`config.mk`:
```
export PLATFORM = sky130hd
export DESIGN_NAME = alu_load_sequencer
export DESIGN_NICKNAME = d
export VERILOG_FILES = /design/src/rtl/alu_seq_pkg.sv /design/src/rtl/btn_debouncer.sv /design/src/rtl/alu_load_sequencer.sv
export SDC_FILE = /design/constraint.sdc
export NUM_CORES = 1
export LEC_CHECK = 0
export CAP_MARGIN = 10
export CORE_ASPECT_RATIO = 1.1
export CORE_UTILIZATION = 30
export DETAILED_ROUTE_END_ITERATION = 10
export SKIP_CTS_REPAIR_TIMING = 1
export SLEW_MARGIN = 20
export SYNTH_ARGS = -nofsm -noshare
export SYNTH_HDL_FRONTEND = slang
export SYNTH_HIERARCHICAL = 1
export SYNTH_SLANG_ARGS = --single-unit
```
`constraint.sdc`:
```
create_clock -name clock -period 1.99 [get_ports clock]
set_input_delay 0.2985 -clock clock [delete_from_list [all_inputs] [get_ports clock]]
set_output_delay 0.2985 -clock clock [all_outputs]
set_load 0.005 [all_outputs]
```
`src/rtl/alu_seq_pkg.sv`:
```
// alu_seq_pkg: shared state encodings and button indices for the ALU load sequencer
package alu_seq_pkg;

    typedef enum logic [2:0] {
        S_WAIT_A  = 3'd0,
        S_WAIT_B  = 3'd1,
        S_WAIT_OP = 3'd2,
        S_EXEC    = 3'd3,
        S_SHOW    = 3'd4
    } state_t;

    localparam int BTN_LOAD_A  = 0;
    localparam int BTN_LOAD_B  = 1;
    localparam int BTN_LOAD_OP = 2;
    localparam int BTN_CLEAR   = 3;

endpackage

```
`src/rtl/btn_debouncer.sv`:
```
// btn_debouncer: 2-FF synchroniser plus stable-level filter, emits a 1-cycle pulse on each accepted press
module btn_debouncer #(
    parameter int DBNC_MAX = 1000000,
    parameter int NB_DBNC  = $clog2(DBNC_MAX + 1)
) (
    input  logic clock,
    input  logic i_reset,
    input  logic i_btn,
    output logic o_level,
    output logic o_press
);

    logic [1:0]         sync_q;
    logic [NB_DBNC-1:0] cnt_q;
    logic [NB_DBNC-1:0] cnt_d;
    logic               level_q;
    logic               level_d;
    logic               press_q;
    logic               differ;
    logic               done;

    assign differ  = sync_q[1] ^ level_q;
    assign done    = differ && (cnt_q == NB_DBNC'(DBNC_MAX - 1));
    assign cnt_d   = (!differ || done) ? '0 : cnt_q + NB_DBNC'(1);
    assign level_d = level_q ^ done;
    assign o_level = level_q;
    assign o_press = press_q;

    // synchronise the raw button, count stable cycles, toggle the accepted level and flag rising toggles
    always_ff @(posedge clock) begin
        if (i_reset) begin
            sync_q  <= '0;
            cnt_q   <= '0;
            level_q <= 1'b0;
            press_q <= 1'b0;
        end else begin
            sync_q  <= {sync_q[0], i_btn};
            cnt_q   <= cnt_d;
            level_q <= level_d;
            press_q <= done && !level_q;
        end
    end

endmodule

```
`src/rtl/alu_load_sequencer.sv`:
```
// alu_load_sequencer: debounced A -> B -> op -> execute load order for the board ALU; ALU_SEQ_AUTO_EXEC_EN enables re-execute on reload from S_SHOW
import alu_seq_pkg::*;

module alu_load_sequencer #(
    parameter int NB_DATA  = 6,
    parameter int NB_BTN   = 4,
    parameter int DBNC_MAX = 1000000
) (
    input  logic               clock,
    input  logic               i_reset,
    input  logic [NB_DATA-1:0] i_sw,
    input  logic [NB_BTN-1:0]  i_btn,
    input  logic [NB_DATA-1:0] i_alu_result,
    output logic [NB_DATA-1:0] o_alu_a,
    output logic [NB_DATA-1:0] o_alu_b,
    output logic [NB_DATA-1:0] o_alu_op,
    output logic [NB_DATA-1:0] o_led,
    output logic               o_result_valid,
    output logic [2:0]         o_state
);

    localparam int NB_DBNC = $clog2(DBNC_MAX + 1);

    logic [NB_BTN-1:0]  pulse;
    logic [NB_BTN-1:0]  level;
    logic [NB_BTN-1:0]  press;
    state_t             state_q;
    logic [NB_DATA-1:0] a_q;
    logic [NB_DATA-1:0] b_q;
    logic [NB_DATA-1:0] op_q;
    logic [NB_DATA-1:0] led_q;
    logic               valid_q;

    for (genvar g = 0; g < NB_BTN; g++) begin : g_btn
        btn_debouncer #(
            .DBNC_MAX(DBNC_MAX),
            .NB_DBNC (NB_DBNC)
        ) u_dbnc (
            .clock  (clock),
            .i_reset(i_reset),
            .i_btn  (i_btn[g]),
            .o_level(level[g]),
            .o_press(pulse[g])
        );
    end

    // a press pulse always coincides with a freshly accepted high level
    assign press = pulse & level;

    // load-order FSM; clear beats every other press, and only the press matching the state is taken
    always_ff @(posedge clock) begin
        if (i_reset || press[BTN_CLEAR]) begin
            state_q <= S_WAIT_A;
            a_q     <= '0;
            b_q     <= '0;
            op_q    <= '0;
            led_q   <= '0;
            valid_q <= 1'b0;
        end else begin
            case (state_q)
                S_WAIT_A: if (press[BTN_LOAD_A]) begin
                    a_q     <= i_sw;
                    state_q <= S_WAIT_B;
                end
                S_WAIT_B: if (press[BTN_LOAD_B]) begin
                    b_q     <= i_sw;
                    state_q <= S_WAIT_OP;
                end
                S_WAIT_OP: if (press[BTN_LOAD_OP]) begin
                    op_q    <= i_sw;
                    state_q <= S_EXEC;
                end
                S_EXEC: begin
                    led_q   <= i_alu_result;
                    valid_q <= 1'b1;
                    state_q <= S_SHOW;
                end
                S_SHOW: begin
`ifdef ALU_SEQ_AUTO_EXEC_EN
                    if (press[BTN_LOAD_A]) begin
                        a_q     <= i_sw;
                        valid_q <= 1'b0;
                        state_q <= S_EXEC;
                    end else if (press[BTN_LOAD_B]) begin
                        b_q     <= i_sw;
                        valid_q <= 1'b0;
                        state_q <= S_EXEC;
                    end else if (press[BTN_LOAD_OP]) begin
                        op_q    <= i_sw;
                        valid_q <= 1'b0;
                        state_q <= S_EXEC;
                    end
`else
                    if (press[BTN_LOAD_A]) begin
                        a_q     <= i_sw;
                        valid_q <= 1'b0;
                        state_q <= S_WAIT_B;
                    end
`endif
                end
                default: state_q <= S_WAIT_A;
            endcase
        end
    end

    assign o_alu_a        = a_q;
    assign o_alu_b        = b_q;
    assign o_alu_op       = op_q;
    assign o_led          = led_q;
    assign o_result_valid = valid_q;
    assign o_state        = state_q;

endmodule

```
==> impl_metrics.py, run 1 <==
metrics = {
    "detailed_routing": {
        "wire_per_inst_um": 11.57,
        "drtIter0Drc": 216,
        "detailedRoute.firstPassIterationCount": 4,
        "vias_per_cell": 4.662,
        "ant_nets": 0,
        "drc_errors": 0,
        "routed_vias": 4266,
        "totalWireLength_mm": 10.59,
    },
    "layout": {
        "filler_cell_count": 1727,
        "fraction_of_layout_instances_using_a_drive_strength_above_1_pct": 10.87,
        "mostFrequentLayoutCell": "dfxtp_1",
        "syn_to_final_growth_pct": 26.21,
        "number_of_diodes": 0,
        "num-nets-final": 693,
        "finish.utilization_pct": 39.19,
        "mostFrequentLayoutCells": "dfxtp_1 (123), nor2_1 (86), xnor2_1 (57), clkdlybuf4s50_1 (45), nand3_1 (40)",
    },
    "power_and_ir_drop": {
        "netSwitchingPower_uw": 1128,
        "power_frac_clock_pct": 52.6,
        "power_report.internal_total_uw": 4489,
        "share_of_total_power_in_sequential_cells_pct": 44.8,
        "leakagePower_uw": 0.002082,
        "power.share.switching_pct": 20.08,
        "cellPowerDensity_mw_per_mm2": 833.0,
        "share_comb_of_total_power_pct": 2.6,
        "fin_total_pwr_uw": 5617,
        "power.ir.vdd_worst_mv": 0.5447,
    },
    "global_routing": {
        "groute.layer.met1.usage_pct": 15.84,
        "first_global_vias": 3844,
        "pin_count_of_the_biggest_net_entering_global_routing": 20,
        "met3_usage_pct": 3.158,
        "global_route_wire_length_before_repair_mm": 17.93,
        "grt_overflow": 0,
        "met2_usage_pct": 19.27,
        "grt_antenna_before_repair": 0,
        "grtUsageTotal_pct": 12.34,
        "globalRoute.busiestLayer": "met2",
    },
    "yosys": {
        "synth_cells": 598,
        "synth_seq_cells": 124,
        "ys.warnings.count": 6,
        "synthesis.area_sq_mm": 0.005343,
        "synth_area_per_cell_sq_um": 8.934,
        "synth_xor_xnor_area_share_pct": 10.66,
        "synth_top_family_by_area": "simple AND/OR/NAND/NOR gates",
        "synth_fp_nets": 620,
        "multiplexer_area_fraction_after_synthesis_pct": 1.124,
        "post_synthesis_sequential_area_ratio_pct": 46.46,
        "yosys.area_share.adder_pct": 0.9368,
        "synth_compound_gate_area_share_pct": 8.080,
        "post_synth_num_cell_types": 46,
        "postSynth.asyncResetShare_pct": 0,
        "ys.flop_type": "dfxtp_1",
        "synthSimpleGateAreaFrac_pct": 29.37,
        "number_of_enable_type_register_cells_in_the_synthesized_netlist": 0,
    },
    "worst_setup_path": {
        "worstPathCellList": "ha_1 -> nand3_1 -> or4_4 -> or3_1 -> a21oi_1",
        "timing.reg2reg.setup_slack_ns": 0.16,
        "critical_path.startpoint_type": "register",
        "r2r_cells": 5,
        "reg2reg_from": "g_btn[1].u_dbnc/cnt_q[0]",
        "worstPathRequired_ns": 2.33,
        "setup.worst_path.end_class": "register",
        "crit_path_max_fanout": 4,
        "r2r_end": "g_btn[1].u_dbnc/cnt_q[18]",
        "timing.critical_path.arrival_ns": 2.16,
        "start_to_end_type_of_the_worst_setup_path": "reg2reg",
        "slowest_delay_ns": 0.57,
        "critical_path.slowest_cell": "or4_4",
    },
    "job": {
        "max-cap-violations": 0,
    },
    "floorplanning": {
        "core_area_sq_mm": 0.01720,
        "die_area_sq_mm": 0.01835,
        "std_cell_rows": 50,
        "initial_core_util_pct": 31.05,
        "die_h_um": 142.0,
        "die-width_um": 129.2,
        "ios": 46,
    },
    "sta": {
        "timing.final.ws_setup_ns": 0.1628,
        "finalHoldViolations": 0,
        "tightestPinTransition_ns": 0.5388,
        "setup_total_negative_slack_ns": 0,
        "finalCritPeriodShare_pct": 91.82,
        "finalWorstPathRequiredPeriod_ns": 1.827,
        "setup_viol_count_final": 0,
        "rsz0062_at_grt": "no",
        "max-slew-margin-rel_pct": 63.58,
        "hold-worst-slack_ns": 0.4330,
        "clock.fmax_mhz": 547.3,
        "timing.final.max_slew_violations": 0,
        "clock_skew_ns": 0.009119,
    },
    "placement": {
        "detailed_place_hpwl_mm": 7.362,
        "finalWeightedCongestion": 0.7607,
        "worst_slack_placed_ns": 0.2119,
        "numPortBuffers": 45,
    },
    "clock_network": {
        "clock-sinks": 124,
        "cts_max_level": 4,
        "clk_pin_slew_ns": 0.05,
        "tritoncts": "built",
        "clk_root_buffer_cell": "clkbuf_16",
        "worstSkewPairLatency_ns": 0.41,
        "maximum_clock_insertion_buffer_count": 2,
        "numCtsBuffers": 17,
    },
    "worst_hold_path": {
        "hold_wc_startpoint": "g_btn[0].u_dbnc/sync_q[0]",
        "min-delay-path-class": "reg2reg",
        "hold_depth": 1,
        "worstHoldEndpoint": "g_btn[0].u_dbnc/sync_q[1]",
    },
    "outcome": {
        "run_status": "complete, no violations",
    },
}
==> cell type report <==
cell class                 instances  area, sq um  share of cell area (%)
timing repair buffer              66        608.1                   9.018
inverter                          30        112.6                   1.670
clock inverter                     7        91.34                   1.355
multi-input combinational        432         2680                   39.75
sequential                       124         2484                   36.83
clock buffer                      22        474.2                   7.033
tap                              234        292.8                   4.342
==> routing by layer <==
metal	part of all wire, %	vias up
met3	3.4	14
met2	46	82
met1	50	1934
met5	0	-
met4	1.5	0
li1	-	2236
==> cells by family (layout without fill, tap and decap cells) <==
family / Yosys count / count (layout)
xor+xnor: 65 / 65
fa+ha+maj: 4 / 4
compound gates: 74 / 74
flops: 124 / 124
mux: 6 / 6
simple gates: 283 / 283
buf+inv: 42 / 125
==> metrics by stage <==
step           instances  instance area, sq um
2_1_floorplan        598                  5343
3_3_place_gp         886                  6176
3_5_place_dp         886                  6176
4_1_cts              915                  6741
5_1_grt              915                  6743
6_report             915                  6743
==> cells in the mapped netlist, types with 2 or more instances <==
library cell  number  share of area, %
nor4b_1            8               1.3
dfxtp_1          124                46
buf_1              2              0.14
or3_1             12               1.4
inv_1             29               2.0
nand4_4            4               1.6
and3_1             8              0.94
nor4_1            20               2.3
o31ai_1            8               1.1
nor3_1            12               1.1
mux2i_1            6               1.1
buf_2              5              0.47
nor2_1            86               6.0
nand3_1           40               3.7
nand4_1           16               1.9
o21ai_0           21               2.0
o21ai_2            4              0.66
or3_4              4              0.84
ha_1               4              0.94
or2_2              4              0.47
nand2_1           36               2.5
or4_4              4              0.84
nor3b_1            4              0.56
nor2b_1            9               1.1
or4_1              8               1.1
a21oi_1           36               3.4
buf_4              2              0.28
xnor2_1           57               9.3
xor2_1             8               1.3
==> worst max path at each step <==
| stage | start | to | slack, ns | cells after the start |
|---|---|---|---|---|
| floorplan | g_btn[0].u_dbnc/cnt_q[0] | g_btn[0].u_dbnc/cnt_q[18] | 0.24 | 5 |
| global placement | i_reset | g_btn[3].u_dbnc/o_press | 0.23 | 4 |
| detailed placement | g_btn[1].u_dbnc/cnt_q[0] | g_btn[1].u_dbnc/cnt_q[18] | 0.21 | 5 |
| CTS | o_state[0] | o_state[0] | 0.01 | 1 |
| global route | g_btn[3].u_dbnc/cnt_q[0] | g_btn[3].u_dbnc/cnt_q[18] | 0.03 | 5 |
| finish | g_btn[1].u_dbnc/cnt_q[0] | g_btn[1].u_dbnc/cnt_q[18] | 0.16 | 5 |
==> registers in the layout (all words and copies together) (netlist names), 3 cells and up, named ones only <==
name                  flops
g_btn.u_dbnc/o_press      4
o_alu_a                   6
g_btn.u_dbnc/sync_q       8
g_btn.u_dbnc/cnt_q       80
o_led                     6
o_alu_op                  6
o_state                   3
o_alu_b                   6
==> worst max-delay path, delay by kind of cell (launching register included) <==
kind / cells / cell delay [ns]
AO/OA/AOI/OAI: 1 / 0.14
adder cells (fa/ha/maj): 1 / 0.21
flip-flops: 1 / 0.37
AND/OR/NAND/NOR: 3 / 1.03
==> power groups by stage <==
stage          Clock (uW)  Sequential (uW)  Combinational [uW]
6_report             2950             2520                 146
2_1_floorplan           0             2560                76.2
3_3_place_gp            0             2570                 149
4_1_cts              3030             2510                 149
5_1_grt              3140             2520                 160
3_5_place_dp            0             2570                 148
No activity file was read; power rests on OpenSTA's default activity.
==> run 2, diff against run 1 <==
- ABC_AREA: unset -> 1
- SYNTH_HIERARCHICAL: 1 -> unset
==> run 2 against run 1 <==
  * First-iteration DRC count down 0.46%
  * Synthesized area up 5.2%
  * Utilization down 1.3 points
  * Worst hold slack worse by 0.033 ns
  * Largest power group unchanged
  * Fmax up 4.1%
  * Via count up 11%
  * Sequential share of layout area down 1.2 points
==> impl_metrics.py, run 2 <==
metrics = {
    "placement": {
        "worst_slack_placed_ns": 0.3103,
        "placedInstanceArea_sq_mm": 0.006357,
        "detailed_place_hpwl_mm": 8.190,
        "finalWeightedCongestion": 0.8120,
        "numPortBuffers": 45,
    },
    "floorplanning": {
        "die_h_um": 145.6,
        "die_area_sq_mm": 0.01930,
        "initial_core_util_pct": 30.65,
        "ios": 46,
        "core_area_sq_mm": 0.01835,
        "std_cell_rows": 52,
        "die-width_um": 132.5,
    },
    "layout": {
        "fraction_of_layout_instances_using_a_drive_strength_above_1_pct": 8.353,
        "final_design_area_no_fill_sq_mm": 0.006958,
        "mostFrequentLayoutCells": "nor2_1 (195), nand2_1 (164), dfxtp_1 (124), inv_1 (68), nand3_1 (51)",
        "registers.top_by_ff_count": "g_btn.u_dbnc.cnt_q",
        "syn_to_final_growth_pct": 23.74,
        "finish.utilization_pct": 37.92,
        "mostFrequentLayoutCell": "nor2_1",
        "largest_register_ff_count": 80,
        "filler_cell_count": 1965,
        "number_of_diodes": 0,
        "largestRegisters": "g_btn.u_dbnc.cnt_q: 80 flops, g_btn.u_dbnc.sync_q: 8 flops",
        "num-nets-final": 871,
    },
    "detailed_routing": {
        "totalWireLength_mm": 11.15,
        "routed_vias": 4755,
        "ant_nets": 0,
        "drtIter0Drc": 215,
        "wire_per_inst_um": 10.09,
        "detailedRoute.firstPassIterationCount": 6,
        "vias_per_cell": 4.303,
        "drc_errors": 0,
    },
    "yosys": {
        "post_synth_num_cell_types": 32,
        "synth_seq_cells": 124,
        "synthesis.area_sq_mm": 0.005623,
        "synth_top_cells_by_area": "dfxtp_1 (44%), nor2_1 (13%), nand2_1 (11%), nand3_1 (4.5%), inv_1 (4.5%)",
        "synth_most_common_cell": "nor2_1",
        "post_synthesis_sequential_area_ratio_pct": 44.15,
        "ys.warnings.count": 0,
        "synth_cells": 789,
        "number_of_enable_type_register_cells_in_the_synthesized_netlist": 0,
        "synth_top_area_cell": "dfxtp_1",
        "synth_fp_nets": 811,
        "synthTopCellsByCount": "nor2_1 (195), nand2_1 (164), dfxtp_1 (124)",
        "synth_area_per_cell_sq_um": 7.127,
        "postSynth.asyncResetShare_pct": 0,
        "post-synth-top-area-fraction_pct": 44.15,
        "ys.flop_type": "dfxtp_1",
    },
    "clock_network": {
        "worstSkewPairLatency_ns": 0.41,
        "cts_max_level": 4,
        "clock-sinks": 124,
        "numCtsBuffers": 17,
        "maximum_clock_insertion_buffer_count": 2,
        "clk_pin_slew_ns": 0.06,
        "clk_root_buffer_cell": "clkbuf_16",
        "tritoncts": "built",
    },
    "worst_setup_path": {
        "slowest_delay_ns": 0.58,
        "timing.reg2reg.setup_slack_ns": 0.31,
        "worstPathCellList": "clkdlybuf4s50_1",
        "worst_path_dominant_cell_family": "buffers and inverters",
        "worstPathRequired_ns": 1.69,
        "critical_path.slowest_cell": "clkdlybuf4s50_1",
        "r2r_cells": 6,
        "timing.critical_path.arrival_ns": 1.46,
        "crit_path_max_fanout": 7,
        "critical_path.startpoint_type": "register",
        "setup.worst_path.end_class": "output pin",
        "start_to_end_type_of_the_worst_setup_path": "reg2out",
        "cp_num_buf_inv": 1,
        "r2r_end": "g_btn[3].u_dbnc.cnt_q[10]",
        "reg2reg_from": "g_btn[3].u_dbnc.cnt_q[0]",
    },
    "sta": {
        "finalHoldViolations": 0,
        "clock_skew_ns": 0.007734,
        "timing.final.max_slew_violations": 0,
        "setup_total_negative_slack_ns": 0,
        "tightestPinTransition_ns": 0.4560,
        "rsz0062_at_grt": "no",
        "max-slew-margin-rel_pct": 69.52,
        "setup_viol_count_final": 0,
        "finalCritPeriodShare_pct": 88.24,
        "clock.fmax_mhz": 569.5,
        "finalWorstPathRequiredPeriod_ns": 1.756,
        "timing.final.ws_setup_ns": 0.2340,
    },
    "outcome": {
        "run_status": "complete, no violations",
    },
    "global_routing": {
        "global_route_wire_length_before_repair_mm": 19.78,
        "grt_overflow": 0,
        "grt_antenna_before_repair": 0,
        "pin_count_of_the_biggest_net_entering_global_routing": 26,
        "grtUsageTotal_pct": 12.46,
        "first_global_vias": 4431,
    },
    "worst_hold_path": {
        "worstHoldEndpoint": "g_btn[1].u_dbnc.sync_q[0]",
        "hold_depth": 3,
        "min-delay-path-class": "in2reg",
        "hold_wc_startpoint": "i_btn[1]",
    },
    "power_and_ir_drop": {
        "cellPowerDensity_mw_per_mm2": 832.0,
        "power.ir.vdd_worst_mv": 0.6493,
        "leakagePower_uw": 0.002239,
    },
    "job": {
        "max-cap-violations": 0,
    },
}
run 2: cell types whose count changed in the layout (fill, tap and decap cells not counted), moves of 16 or more:
cell	delta
nor2_1	+109
nand2_1	+128
buf_4	-16
inv_1	+39
nor4_1	-20
xnor2_1	-37
run 2: cell type report:
cell class	instances	area, sq um	area share, %
Clock buffer	20	456.7	6.564
Sequential cell	124	2482	35.68
Clock inverter	12	143.9	2.068
Inverter	69	259.0	3.722
Multi-Input combinational cell	586	2804	40.30
Timing Repair Buffer	51	508.0	7.301
Tap cell	243	304.0	4.370
run 2: per-layer routing:
layer  track usage [%]  wire length, um  part of all wire (%)  up-vias
li1                  -                -                     -     2609
met1             15.78             5717                    51     2055
met2             19.71             4780                    43       72
met3             3.065              420                   3.8       19
met4             6.207              236                   2.1        0
met5                 0                0                     0        -
run 2: logic make-up after synthesis:
kind of cell,after synthesis,share of synthesized area [%]
buffers and inverters,79,5.986
AND/OR/NAND/NOR,467,35.98
XOR/XNOR,40,6.231
flip-flops,124,44.15
AO/OA/AOI/OAI,75,6.764
adder cells (fa/ha/maj),4,0.8901
run 2: worst max path at each step:
stage,to,startpoint,depth (start not counted)
5_1_grt,g_btn[0].u_dbnc.cnt_q[18],g_btn[0].u_dbnc.cnt_q[0],7
6_report,o_state[0],o_state[0],1
3_5_place_dp,g_btn[3].u_dbnc.cnt_q[10],g_btn[3].u_dbnc.cnt_q[0],6
2_1_floorplan,g_btn[1].u_dbnc.cnt_q[16],g_btn[1].u_dbnc.cnt_q[0],7
3_3_place_gp,o_state[1],i_reset,6
4_1_cts,o_state[0],o_state[0],1
run 2: power by group:
group	internal (uW)	switching [uW]	total, uW
Combinational	72.4	77.2	150
Sequential	2500	18.8	2520
Clock	2020	1100	3120
Total	4600	1190	5790
run 2: through the flow:
step	total power [uW]	instances	hold WS, ns
2_1_floorplan	2649	789	0.3883
3_3_place_gp	2722	1073	0.3952
3_5_place_dp	2722	1073	0.3969
4_1_cts	5864	1105	0.3798
5_1_grt	5986	1105	0.4094
6_report	5789	1105	0.4002
